**src/rtl/mem_pkg.sv**
```systemverilog
// rtl/mem_pkg.sv - shared types and constants for the memory arbiter
//
// Purpose: FSM state encoding, bus-owner enum and the default access timeout
//          shared by mem_arbiter and rr_arb2.
// Ports:   none (package).

package mem_pkg;

    typedef enum logic [1:0] {
        IDLE   = 2'd0,
        ADDR   = 2'd1,
        ACCESS = 2'd2,
        DONE   = 2'd3
    } state_t;

    typedef enum logic {
        FETCH = 1'b0,
        DATA  = 1'b1
    } owner_t;

    localparam int TIMEOUT_DEFAULT = 15;
    localparam int CNT_W           = 8;

endpackage

```
**src/rtl/rr_arb2.sv**
```systemverilog
// rtl/rr_arb2.sv - two-input round-robin selector
//
// Purpose: picks one of two requesters; on a tie the one that was not
//          granted last wins.
// Ports:   req  - request vector, [0] = fetch, [1] = data
//          last - owner of the most recently completed transaction
//          gnt  - one-hot selection (zero when nothing requests)

module rr_arb2
    import mem_pkg::*;
(
    input  logic [1:0] req,
    input  owner_t     last,
    output logic [1:0] gnt
);

    always_comb begin
        gnt = 2'b00;
        if (req == 2'b11) begin
            gnt = (last == FETCH) ? 2'b10 : 2'b01;
        end else begin
            gnt = req;
        end
    end

endmodule

```
**src/rtl/mem_arbiter.sv**
```systemverilog
// rtl/mem_arbiter.sv - fetch/data memory arbiter with timeout
//
// Purpose: arbitrates a fetch and a data requester onto one memory port,
//          drives the MAR/MDR strobes and aborts an access that waits too
//          long for the memory ready signal.
// Ports:   clk, rst_n                  - clock, async active-low reset
//          f_req/f_we/f_addr           - fetch request (read-only, f_we ignored)
//          d_req/d_we/d_addr/d_wdata   - data request
//          f_gnt/d_gnt                 - accept pulse (combinational in IDLE)
//          f_done/d_done               - completion pulse
//          err                         - timeout pulse to the current owner
//          rdata                       - read result, held until next read
//          MAR, MDR_OUT                - registered address / write data
//          MDR_IN, R                   - memory read data and ready
//          LDMAR, LDMDR, GATEMDR,
//          MEM_EN, R_W                 - memory control strobes

module mem_arbiter
    import mem_pkg::*;
#(
    parameter int TIMEOUT = TIMEOUT_DEFAULT,
    parameter int AW      = 16
) (
    input  logic          clk,
    input  logic          rst_n,
    input  logic          f_req,
    input  logic          d_req,
    input  logic          f_we,
    input  logic          d_we,
    input  logic [AW-1:0] f_addr,
    input  logic [AW-1:0] d_addr,
    input  logic [AW-1:0] d_wdata,
    output logic          f_gnt,
    output logic          d_gnt,
    output logic          f_done,
    output logic          d_done,
    output logic          err,
    output logic [AW-1:0] rdata,
    output logic [AW-1:0] MAR,
    output logic [AW-1:0] MDR_OUT,
    input  logic [AW-1:0] MDR_IN,
    output logic          LDMAR,
    output logic          LDMDR,
    output logic          GATEMDR,
    output logic          MEM_EN,
    output logic          R_W,
    input  logic          R
);

    // Counter value seen in the last ACCESS cycle allowed before aborting.
    localparam logic [CNT_W-1:0] TO_LAST = CNT_W'(TIMEOUT - 1);

    state_t            state_q, state_d;
    owner_t            owner_q;
    owner_t            last_q;
    logic              we_q;
    logic [AW-1:0]     addr_q;
    logic [AW-1:0]     wdata_q;
    logic              err_q;
    logic [CNT_W-1:0]  cnt_q;
    logic [1:0]        sel;
    logic              timeout_hit;

    // f_we is intentionally unused: fetches are always reads.
    logic              unused_f_we;
    assign unused_f_we = f_we;

    rr_arb2 u_rr (
        .req  ({d_req, f_req}),
        .last (last_q),
        .gnt  (sel)
    );

    assign timeout_hit = (cnt_q >= TO_LAST);

    always_ff @(posedge clk or negedge rst_n) begin
        if (!rst_n) begin
            state_q <= IDLE;
        end else begin
            state_q <= state_d;
        end
    end

    always_comb begin
        state_d = state_q;
        f_gnt   = 1'b0;
        d_gnt   = 1'b0;
        f_done  = 1'b0;
        d_done  = 1'b0;
        err     = 1'b0;
        LDMAR   = 1'b0;
        LDMDR   = 1'b0;
        GATEMDR = 1'b0;
        MEM_EN  = 1'b0;
        R_W     = 1'b0;
        case (state_q)
            IDLE: begin
                if (|sel) begin
                    state_d = ADDR;
                end
                // A request held through reset must not show a grant.
                f_gnt = sel[0] & rst_n;
                d_gnt = sel[1] & rst_n;
            end
            ADDR: begin
                LDMAR   = 1'b1;
                state_d = ACCESS;
            end
            ACCESS: begin
                MEM_EN = 1'b1;
                R_W    = we_q;
                if (R) begin
                    LDMDR   = ~we_q;
                    state_d = DONE;
                end else if (timeout_hit) begin
                    state_d = DONE;
                end
            end
            DONE: begin
                if (err_q) begin
                    err = 1'b1;
                end else if (owner_q == DATA) begin
                    d_done = 1'b1;
                end else begin
                    f_done = 1'b1;
                end
                GATEMDR = ~err_q & ~we_q;
                state_d = IDLE;
            end
            default: state_d = IDLE;
        endcase
    end

    always_ff @(posedge clk or negedge rst_n) begin
        if (!rst_n) begin
            owner_q <= FETCH;
            last_q  <= FETCH;
            we_q    <= 1'b0;
            addr_q  <= '0;
            wdata_q <= '0;
            err_q   <= 1'b0;
            cnt_q   <= '0;
            MAR     <= '0;
            MDR_OUT <= '0;
            rdata   <= '0;
        end else begin
            case (state_q)
                IDLE: begin
                    if (|sel) begin
                        owner_q <= sel[1] ? DATA : FETCH;
                        we_q    <= sel[1] & d_we;
                        addr_q  <= sel[1] ? d_addr : f_addr;
                        wdata_q <= d_wdata;
                        err_q   <= 1'b0;
                        cnt_q   <= '0;
                    end
                end
                ADDR: begin
                    MAR   <= addr_q;
                    cnt_q <= '0;
                    if (we_q) begin
                        MDR_OUT <= wdata_q;
                    end
                end
                ACCESS: begin
                    // Saturating wait counter.
                    if (cnt_q != {CNT_W{1'b1}}) begin
                        cnt_q <= cnt_q + 1'b1;
                    end
                    if (R) begin
                        if (!we_q) begin
                            rdata <= MDR_IN;
                        end
                    end else if (timeout_hit) begin
                        err_q <= 1'b1;
                    end
                end
                DONE: begin
                    last_q <= owner_q;
                end
                default: ;
            endcase
        end
    end

endmodule
```
**config.mk**
```make
export PLATFORM = sky130hd
export DESIGN_NAME = mem_arbiter
export DESIGN_NICKNAME = d
export VERILOG_FILES = /design/src/rtl/mem_pkg.sv /design/src/rtl/rr_arb2.sv /design/src/rtl/mem_arbiter.sv
export SDC_FILE = /design/constraint.sdc
export NUM_CORES = 1
export LEC_CHECK = 0
export CAP_MARGIN = 20
export CELL_PAD_IN_SITES_DETAIL_PLACEMENT = 1
export CELL_PAD_IN_SITES_GLOBAL_PLACEMENT = 1
export CORE_MARGIN = 10
export CORE_UTILIZATION = 35
export DETAILED_ROUTE_END_ITERATION = 6
export PLACE_DENSITY = 0.85
export SLEW_MARGIN = 40
export SYNTH_ARGS = -nofsm -noshare
export SYNTH_HDL_FRONTEND = slang
export SYNTH_HIERARCHICAL = 1
export SYNTH_SLANG_ARGS = --single-unit
```
**constraint.sdc**
```tcl
create_clock -name clk -period 2.7 [get_ports clk]
set_clock_uncertainty 0.05 [all_clocks]
set_input_delay 0.405 -clock clk [delete_from_list [all_inputs] [get_ports clk]]
set_output_delay 0.405 -clock clk [all_outputs]
set_load 0.02 [all_outputs]
```
==> flow_metrics.tcl <==
set metrics [dict create \
    status "complete, no violations" \
    worst_slew_pin_slew_ps 734 \
    synth_warnings 6 \
    grt_overflow 0 \
    ctsHoldBuffers 0 \
    start_util_pct 35.4 \
    cpPeakStageDelay_ps 660 \
    htree_levels 3 \
    finalHoldViolations 0 \
    die_area_mm2 0.0161 \
    wire_per_inst_um 18.8 \
    finalCoreUtilization_pct 51.4 \
    final_nets 512 \
    regArea_mm2 0.00235 \
    layout_setup_ws_ps 180 \
    grt_pass1_vias 3348 \
    critical_path_class "reg2out" \
    cts_root_buf "clkbuf_16" \
    cts_buffers 9 \
    grt_usage_pct 13.7 \
    setup_tns_ps 0 \
    hold_ws_ps 117 \
    arrival_ps 2060 \
    worst_setup_path_end_kind "output port" \
    synth_enable_flop_cells 0 \
    ys_ff_latch 94 \
    synthArstFlopShare_pct 100 \
    synth.avg_cell_area_um2 13.3 \
    power_mw 6.93 \
    rsz0062_at_grt "false" \
    synth_seq_area_share_pct 58.7 \
    syn-num-nets 380 \
    intPower_mw 4.56 \
    synthesis.area_mm2 0.00401 \
    routed_via_density 4.85 \
    cts_tree "done" \
    worstPathCellList "inv_1 -> ha_1 -> and3_1 -> clkdlybuf4s50_1" \
    combPwrFrac_pct 43.5 \
    power_leakage_nw 2.55 \
    dr.pass1.iters 4 \
    power_density_mw_per_mm2 1190 \
    n_antenna_cell 0 \
    drt_iter0_markers 82 \
    switching_share_pct 34.2 \
    place_ws_ps 153 \
    n_fill_cell 1184 \
    grt_max_degree 54 \
    pwr-share-clk_pct 21.4 \
    start_kind "flop" \
    period_needed_ps 2520 \
    path_buf_inv 2 \
    clk_pin_slew_ps 70 \
    hold_path_class "in2async" \
    vdd_ir_drop_max_uv 527 \
    power.share.sequential_pct 35.0 \
    antenna_found_initial 0 \
    p_switching_mw 2.37 \
    routed_wl_mm 11.0 \
    area_growth_pct 45.3 \
    die-height_um 127 \
    antenna_left 0 \
    via_count 2823 \
    ios 129 \
    dpl_cell_area_mm2 0.00547 \
    fin_cells 582 \
    cp_top_family "buffers and inverters" \
    drc 0 \
    relSlewSlack_pct 51.0 \
    routabilityCongestion 0.762 \
    clock_latency_ps 340 \
    coreArea_mm2 0.0113 \
    multiInputGateArea_mm2 0.00155 \
    rows 39 \
    postSynthCellCount 302 \
    grt_pass1_wl_mm 17.9 \
    finalMaxSlewViolations 0 \
    clock_path_buffers 2 \
    timing.max_cap.violations 0 \
    ys_types 40 \
    hpwl_mm 8.23 \
    placedCellCount 566 \
    timing.fmax_mhz 397 \
    critPathMaxFanout 6 \
    postCtsSetupBuffers 0 \
    fin_crit_sh_pct 93.3 \
    setup_viol 0 \
    clock-sinks 94 \
    slowest_stage "clkdlybuf4s50_1" \
    layout-drive-gt1-share_pct 22.8 \
    critPathRequiredTime_ps 2250 \
    final_area_mm2 0.00582 \
    port_buffers 127 \
    ys.flop_type "dfrtp_1" \
    fp.dieW_um 127 \
]
[timing repair]
| item | 4_1_cts | 5_1_grt |
|---|---|---|
| gates resized for setup | 1 | 0 |
| endpoints found under the setup margin | 1 | 0 |
| endpoints found under the hold margin | 0 | 0 |
[worst reg2reg max path, stage by stage (launching register included)]
cell	delay (ps)
dfrtp_1	420
inv_1	120
ha_1	310
nor3b_2	500
a211o_1	360
inv_1	120
a31oi_1	170
[state kept, by name (all words and copies together), names as in the netlist]
| register | flops |
|---|---|
| err_q | 1 |
| last_q | 1 |
| owner_q | 1 |
| cnt_q | 8 |
| state_q | 2 |
| addr_q | 16 |
| we_q | 1 |
| wdata_q | 16 |
| MAR | 16 |
| MDR_OUT | 16 |
| rdata | 16 |
[cells in the mapped netlist (all sizes together), types with 4 or more instances]
cell | n | share of area (%)
a21oi | 5 | 0.62
nand2 | 30 | 2.8
nor2 | 4 | 0.37
clkbuf | 4 | 0.37
inv | 9 | 0.84
mux2i | 17 | 4.2
and3 | 6 | 1.1
dfrtp | 94 | 59
ha | 7 | 2.2
mux2 | 66 | 19
nand3 | 4 | 0.50
buf | 11 | 1.9
o21ai | 20 | 2.5
[final timing paths]
check / from / to / slack, ps / depth (start not counted)
max reg2reg: state_q[0] / cnt_q[7] / 580 / 6
min: rst_n / rdata[5] / 120 / 2
min in group clk: addr_q[2] / addr_q[2] / 430 / 2
min reg2reg: addr_q[2] / addr_q[2] / 430 / 2
max: state_q[0] / d_gnt / 180 / 4
max in group asynchronous: rst_n / MAR[2] / 1940 / 2
[cells in the final DEF, fill, tap and decap left out, types with 2 or more instances in the layout]
cell | netlist | final
nor2_1 | 4 | 4
a21oi_1 | 5 | 5
a31oi_1 | 2 | 2
buf_4 | 1 | 9
o31ai_1 | 2 | 2
mux2i_1 | 17 | 17
dfrtp_1 | 94 | 94
o21ai_0 | 19 | 19
and2_1 | 2 | 2
a41oi_1 | 2 | 2
inv_6 | 0 | 2
mux2_2 | 66 | 66
ha_1 | 7 | 7
clkdlybuf4s50_1 | 0 | 125
nand2_1 | 30 | 30
nand3_1 | 4 | 4
and3_1 | 4 | 4
bufinv_16 | 0 | 3
inv_1 | 8 | 8
clkbuf_16 | 0 | 9
nand2b_1 | 2 | 2
[power groups by stage]
| stage | registers [mW] | clock network (mW) | logic [mW] |
|---|---|---|---|
| floorplan | 2.80 | 0 | 1.31 |
| global placement | 2.39 | 0 | 2.97 |
| detailed placement | 2.46 | 0 | 3.09 |
| CTS | 2.44 | 1.52 | 3.10 |
| global route | 2.52 | 1.59 | 3.29 |
| finish | 2.43 | 1.49 | 3.02 |
[kinds of logic (layout without fill, tap and decap cells)]
| kind of cell | Yosys count | after routing | synth area share, % |
|---|---|---|---|
| flops | 94 | 94 | 58.7 |
| mux | 83 | 83 | 22.8 |
| compound gates | 39 | 39 | 6.37 |
| fa+ha+maj | 7 | 7 | 2.19 |
| simple gates | 55 | 55 | 6.84 |
| buf+inv | 24 | 161 | 3.09 |
[routing by layer]
layer | global-route usage, % | share of wire (%) | vias to the layer above
met1 | 14.7 | 40 | 1405
met2 | 24.5 | 52 | 82
met5 | 0 | 0 | -
met3 | 4.92 | 7.2 | 10
met4 | 4.62 | 1.3 | 0
li1 | - | - | 1326
[layout make-up]
| type | count | share of cell area [%] |
|---|---|---|
| sequential | 94 | 40.4 |
| multi-input combinational | 184 | 26.7 |
| timing repair buffer | 136 | 23.2 |
| clock buffer | 10 | 4.11 |
| tap | 143 | 3.07 |
| clock inverter | 6 | 1.98 |
| inverter | 9 | 0.581 |
Power figures use the tool's default switching activity.
